--- src/rtl/circle_anim.sv ---
// Rotating perimeter "snake" across a row of 7-segment digits.
// Steps once per rising edge of tick_i; seg_o is a registered decode.
module circle_anim #(
   parameter int DIGITS = 4,
   parameter int LEN    = 3,
   parameter int POS_W  = 4
) (
   input  logic                  clk_i,
   input  logic                  rst_ni,
   input  logic                  tick_i,
   input  logic                  en_i,
   input  logic                  dir_i,
   input  logic                  clr_i,
   output logic [7*DIGITS-1:0]   seg_o,
   output logic                  wrap_o
);

   localparam int SEG_W = 7 * DIGITS;
   localparam int NPOS  = 2 * DIGITS + 4;
   localparam int LAST  = NPOS - 1;
   localparam logic [POS_W-1:0] LAST_P = POS_W'(LAST);

   logic             tick_q;
   logic             dir_q;
   logic             step;
   logic [POS_W-1:0] pos;
   logic [POS_W-1:0] pos_n;
   logic             wrap_n;
   logic [SEG_W-1:0] seg_n;

   assign step = tick_i & ~tick_q & en_i;

   // Perimeter position -> bit index in seg_o
   function automatic int seg_idx(input int p);
      int r;
      r = 0;
      if (p < DIGITS)
         r = 7 * (DIGITS - 1 - p);
      else if (p == DIGITS)
         r = 1;
      else if (p == DIGITS + 1)
         r = 2;
      else if (p <= 2 * DIGITS + 1)
         r = 7 * (p - DIGITS - 2) + 3;
      else if (p == 2 * DIGITS + 2)
         r = 7 * (DIGITS - 1) + 4;
      else
         r = 7 * (DIGITS - 1) + 5;
      return r;
   endfunction

   always_comb begin
      pos_n  = pos;
      wrap_n = 1'b0;
      if (dir_i) begin
         if (pos == '0) begin
            pos_n  = LAST_P;
            wrap_n = 1'b1;
         end else begin
            pos_n = pos - POS_W'(1);
         end
      end else begin
         if (pos == LAST_P) begin
            pos_n  = '0;
            wrap_n = 1'b1;
         end else begin
            pos_n = pos + POS_W'(1);
         end
      end
   end

   // Distance behind the head, measured against the travel direction
   always_comb begin
      int d;
      d     = 0;
      seg_n = '0;
      for (int p = 0; p < NPOS; p++) begin
         d = dir_q ? (p - int'(pos)) : (int'(pos) - p);
         if (d < 0)
            d = d + NPOS;
         if (d < LEN)
            seg_n = seg_n | (SEG_W'(1) << seg_idx(p));
      end
   end

   always_ff @(posedge clk_i or negedge rst_ni) begin
      if (!rst_ni) begin
         tick_q <= 1'b1;
         pos    <= '0;
         dir_q  <= 1'b0;
         wrap_o <= 1'b0;
         seg_o  <= '0;
      end else begin
         tick_q <= tick_i;
         seg_o  <= seg_n;
         if (clr_i) begin
            pos    <= '0;
            dir_q  <= 1'b0;
            wrap_o <= 1'b0;
         end else if (step) begin
            pos    <= pos_n;
            dir_q  <= dir_i;
            wrap_o <= wrap_n;
         end else begin
            wrap_o <= 1'b0;
         end
      end
   end

endmodule

--- config.mk ---
export PLATFORM = sky130hd
export DESIGN_NAME = circle_anim
export DESIGN_NICKNAME = d
export VERILOG_FILES = /design/src/rtl/circle_anim.sv
export SDC_FILE = /design/constraint.sdc
export NUM_CORES = 1
export LEC_CHECK = 0
export CAP_MARGIN = 20
export CORE_MARGIN = 3
export CORE_UTILIZATION = 46
export DETAILED_ROUTE_END_ITERATION = 7
export GPL_ROUTABILITY_DRIVEN = 1
export PLACE_DENSITY = 0.71
export SLEW_MARGIN = 10
export SYNTH_ARGS = -nofsm -noshare
export SYNTH_HDL_FRONTEND = slang
export SYNTH_SLANG_ARGS = --single-unit
--- constraint.sdc ---
create_clock -name clk_i -period 7.25 [get_ports clk_i]
set_clock_uncertainty 0.1 [all_clocks]
set_input_delay 0.725 -clock clk_i [delete_from_list [all_inputs] [get_ports clk_i]]
set_output_delay 0.725 -clock clk_i [all_outputs]
set_load 0.01 [all_outputs]
# Yosys cells after proc, flatten, opt, wreduce, memory -nomap -nowiden
# Index checks and enable logic that the tools add are counted.
# Widths: inputs -> output; s select.
[word_totals]
input_bits = 6
mem_bits_ro = 0
mem_count = 0
wordCells = 155
output_inout_bits = 29
mem_bits_rw = 0
latch_bits = 0
register_bits = 35
[op_classes]
mux = 60
div_mod_pow = 0
bitwise_logic = 14
n_shift = 12
mul = 0
n_lt_le_gt_ge = 24
add_sub_neg = 37
reduce_logical = 2
n_eq_ne = 1
[op_table]
columns = ["op", "n"]
rows = [
  ["$mux 32", 36],
  ["$add 32x5->32 const B", 12],
  ["$lt 32x1->1 const B", 12],
  ["$lt 32x3->1 const B", 12],
  ["$shl 1x32->28 const A", 12],
  ["$mux 28", 12],
  ["$or 28x28->28", 11],
  ["$mux 4", 5],
  ["$sub 3x4->5 const A", 4],
  ["$sub 4x3->5 const B", 4],
  ["$sub 4x4->5 const A", 4],
  ["$sub 4x4->5 const B", 4],
  ["$sub 1x4->5 const A", 2],
  ["$sub 2x4->5 const A", 2],
  ["$sub 4x2->5 const B", 2],
  ["$mux 1", 7],
  ["$sub 4x1->5 const B", 1],
  ["$add 4x1->4 const B", 1],
  ["$eq 4x4->1 const B", 1],
  ["$logic_not 4->1", 1],
  ["$sub 4x1->4 const B", 1],
  ["$and 1x1->1", 2],
  ["$reduce_bool 2->1", 1],
  ["$not 1->1", 1],
]

# Depth between registers and ports, before layout
[depth]
depth_word = 30
depth_mapped = 11
depth_no_buf = 11

# Worst setup path before layout
# No wires, ideal clock.
[synth_timing]
path_kind = "register to register"
start = "register pos[2]"
end = "register seg_o[17]"
arrival_ns = 2.167
synth_period_minus_slack_ns = 2.343
path_stages_with_launch = 12
n_path_buf = 1
slack_ns = 4.907
cell_sequence = "dfrtp_1 -> buf_4 -> inv_4 -> ha_1 -> inv_1 -> o21ai_1 -> xnor2_2 -> inv_1 -> ha_1 -> inv_1 -> o32a_1 -> o21ai_1"
[synth_via]
elab_chain_len = 28
elab_cells_between_ends = 106
classes_between = "35 x add/sub; 24 x order compare; 36 x mux; 11 x bitwise"
[synth_rtl]
columns = ["element", "line_no", "text"]
rows = [
  ["start: declaration", "26", "logic [POS_W-1:0] pos;"],
  ["start signal: assignment", "101", "pos <= pos_n;"],
  ["$sub 1x4->5", "78", "d = dir_q ? (p - int'(pos)) : (int'(pos) - p);"],
  ["$mux 32", "78", ""],
  ["$add 32x5->32 / $lt 32x1->1 (equally long branches)", "80, 79", ""],
  ["$mux 32", "79", "if (d < 0)"],
  ["$lt 32x3->1", "81", "if (d < LEN)"],
  ["$mux 28", "81", ""],
  ["$or 28x28->28", "82", "seg_n = seg_n | (SEG_W'(1) << seg_idx(p));"],
  ["$mux 28", "81", ""],
  ["[... 13 more ...]", "n/a", ""],
  ["$mux 28", "81", ""],
  ["$or 28x28->28", "82", ""],
  ["$mux 28", "81", ""],
  ["$or 28x28->28", "82", ""],
  ["$mux 28", "81", ""],
  ["$or 28x28->28", "82", ""],
  ["$mux 28 (*)", "81", ""],
  ["via seg_n[17]", "29", "logic [SEG_W-1:0] seg_n;"],
  ["end signal: assignment", "95", "seg_o <= seg_n;"],
  ["end: declaration", "14", "output logic [7*DIGITS-1:0] seg_o,"],
]
# Mark *: on every way through the listed nets, which the timed path passes. The rest lies on a longest branch.
# A chain may end at the register's enable or synchronous reset.

# Worst setup path in the final report
# Ends and elaborated chain as after synthesis.

==> flow_summary.toml <==
[power]
vdd_drop_max_mv = 0.0558
power.density_mw_per_mm2 = 146
p_leak_nw = 0.928
power_mw = 0.308

[floorplanning]
core_area_mm2 = 0.00406
die-height_um = 71.3
io-pin-count = 35
dieWidth_um = 71.3
num_rows = 23
die_area_mm2 = 0.00508
start_util = 0.483

[placed_design]
dp_slack_ns = 4.60
postPlaceCellArea_mm2 = 0.00207
dpl.hpwl_mm = 2.91
dp.cells = 278
place_congestion = 0.936
numPortBuffers = 18

[timing]
hold_viol_final = 0
fmax_ghz = 0.372
tightest_slew_ns = 0.858
period_share = 0.371
period_minus_slack_ns = 2.69
slew_headroom = 0.426
setup_tns_ns = 0
holdWs_ns = 0.632
rsz0062_at_grt = "no"
slew_violations = 0
finalSetupViolCount = 0
fin_ws_ns = 4.56

[synth]
synth_edf_count = 0
synth-seq-area-share = 0.243
syn_area_mm2 = 0.00196
synth.largest_area_cell = "dfrtp_1"
synth_seq_cells = 19
netlist.area_leader.share = 0.230
async_reset_ff_frac = 1.00
yosys_most_used_dff = "dfrtp_1"
ys_types = 53
synth_area_leaders = "dfrtp_1, ha_1, buf_4"
ys_warn_count = 0
avgSynthCellArea_um2 = 8.91
syn_inst = 220

[global_routing]
grt_usage = 0.166
grt_pass1_vias = 1410
grt_max_degree = 27
overflow = 0
grt_pass1_wl_mm = 6.73
grt_antenna_before_repair = 0

[worst_setup_path]
crit_path_end_kind = "register"
start_kind = "register"
critPathKind = "register to register"
arrival_ns = 2.79
crit_path_max_fanout = 15
r2r_slack_ns = 4.56
cp_data_required_time_ns = 7.35

[clock_network]
cts.repair.resized = 0
cts_max_level = 1
cts_sinks = 19
ctsRootBufferMaster = "clkbuf_8"
cts_setup_buffers = 0
clk_pin_slew_worst_paths_ns = 0.08
ctsHoldBuffers = 0
clk_latency_ns = 0.27
clockBufferDepth = 2
cts_tree = "done"
numCtsBuffers = 3

[detailed_routing]
wire_per_inst_um = 13.7
drt_iter0_drc = 100
routed-via-count = 1485
antenna_left = 0
via_per_inst = 5.27
drc = 0
drtPass1Iterations = 4
finalWirelength_mm = 3.85

[status]
status = "complete, no violations"

[job]
drv_cap = 0

[finish]
stdcell_area_mm2 = 0.00211
antenna_cells = 0
sequential_cell_area_um2 = 477
n_fill_cell = 394
area_delta_synth_final_pct = 7.79
instances_no_fill = 282
fin_util = 0.521
multiInputGateArea_mm2 = 0.00128
final_nets = 261
drive_above_1_share = 0.112

[hold_path]
holdCritPathClass = "register to register"
synthesized netlist by cell type, types with 4 or more instances:
master / n
nand2_1: 16
o22ai_1: 5
nor2_1: 12
nor2b_1: 6
buf_4: 18
a21oi_1: 16
mux2i_1: 4
inv_1: 14
a211oi_1: 5
o21ai_0: 5
xnor2_1: 12
buf_6: 4
ha_1: 22
dfrtp_1: 18
o21ai_1: 6
logic make-up after synthesis:
| kind of cell | after synthesis | share of synthesized area |
|---|---|---|
| AOI/OAI and AO/OA | 63 | 0.214 |
| and+or+nand+nor | 49 | 0.130 |
| buffers and inverters | 42 | 0.133 |
| adders and majority gates | 24 | 0.152 |
| DFF | 19 | 0.243 |
| xor gates and xnor gates | 16 | 0.0925 |
| muxes | 6 | 0.0332 |
| other | 1 | 0.00191 |
worst max-delay path: stages, from the launching register on:
cell     delay [ns]
dfrtp_1        0.74
inv_4          0.20
ha_1           0.28
inv_1          0.07
o21ai_1        0.08
xnor2_2        0.27
inv_1          0.12
ha_1           0.29
inv_1          0.03
o32a_1         0.33
o21ai_1        0.12
metal layers:
metal,up-vias,wire [um],global-route usage
met5,-,0,0
met4,0,89,0.0772
met1,689,1790,0.220
li1,753,-,-
met3,7,145,0.0238
met2,36,1830,0.266
state kept, by name (all words and copies together), names as in the netlist:
register and cells:
seg_o 12, pos 4, dir_q 1, tick_q 1
wrap_o 1
cell type report:
| type | instances | area share |
|---|---|---|
| Clock buffer | 4 | 0.0213 |
| Timing Repair Buffer | 19 | 0.0888 |
| Tap cell | 50 | 0.0296 |
| Sequential cell | 19 | 0.226 |
| Multi-Input combinational cell | 174 | 0.605 |
| Inverter | 16 | 0.0296 |
layout by cell type, fill, tap and decap left out, types with 2 or more instances in the layout:
| cell | instances |
|---|---|
| a21o_1 | 2 |
| nand3_1 | 2 |
| a31oi_1 | 2 |
| o22ai_1 | 5 |
| ha_1 | 22 |
| a21boi_1 | 3 |
| dfrtp_1 | 18 |
| a32oi_1 | 2 |
| nand2b_1 | 3 |
| o21a_1 | 2 |
| mux2i_1 | 4 |
| a32o_1 | 2 |
| a21oi_2 | 3 |
| xnor2_2 | 3 |
| inv_1 | 14 |
| conb_1 | 16 |
| nor2_1 | 12 |
| nor2b_1 | 6 |
| a21oi_1 | 16 |
| a21boi_0 | 2 |
| a211oi_1 | 5 |
| nand2_2 | 2 |
| maj3_2 | 2 |
| xnor2_1 | 12 |
| nand2_1 | 16 |
| o21ai_0 | 5 |
| clkbuf_8 | 3 |
| o21ai_1 | 6 |
| clkdlybuf4s50_1 | 18 |
path summary, 6_finish.rpt:
check | start | endpoint | depth (start not counted)
setup reg to reg | pos[2] | seg_o[17] | 10
hold / removal | pos[1] | pos[1] | 2
max in group asynchronous | rst_ni | pos[3] | 1
min in group asynchronous | rst_ni | seg_o[2] | 1
hold reg to reg | pos[1] | pos[1] | 2
setup / recovery | pos[2] | seg_o[17] | 10
report_power, final:
| group | total (mW) | leakage, nW | switching, mW | internal [mW] |
|---|---|---|---|---|
| Clock | 0.0783 | 0.0228 | 0.0390 | 0.0393 |
| Sequential | 0.125 | 0.243 | 0.00733 | 0.117 |
| Combinational | 0.105 | 0.662 | 0.0534 | 0.0519 |
| Total | 0.308 | 0.928 | 0.0997 | 0.208 |
No activity file was read; power rests on OpenSTA's default activity.
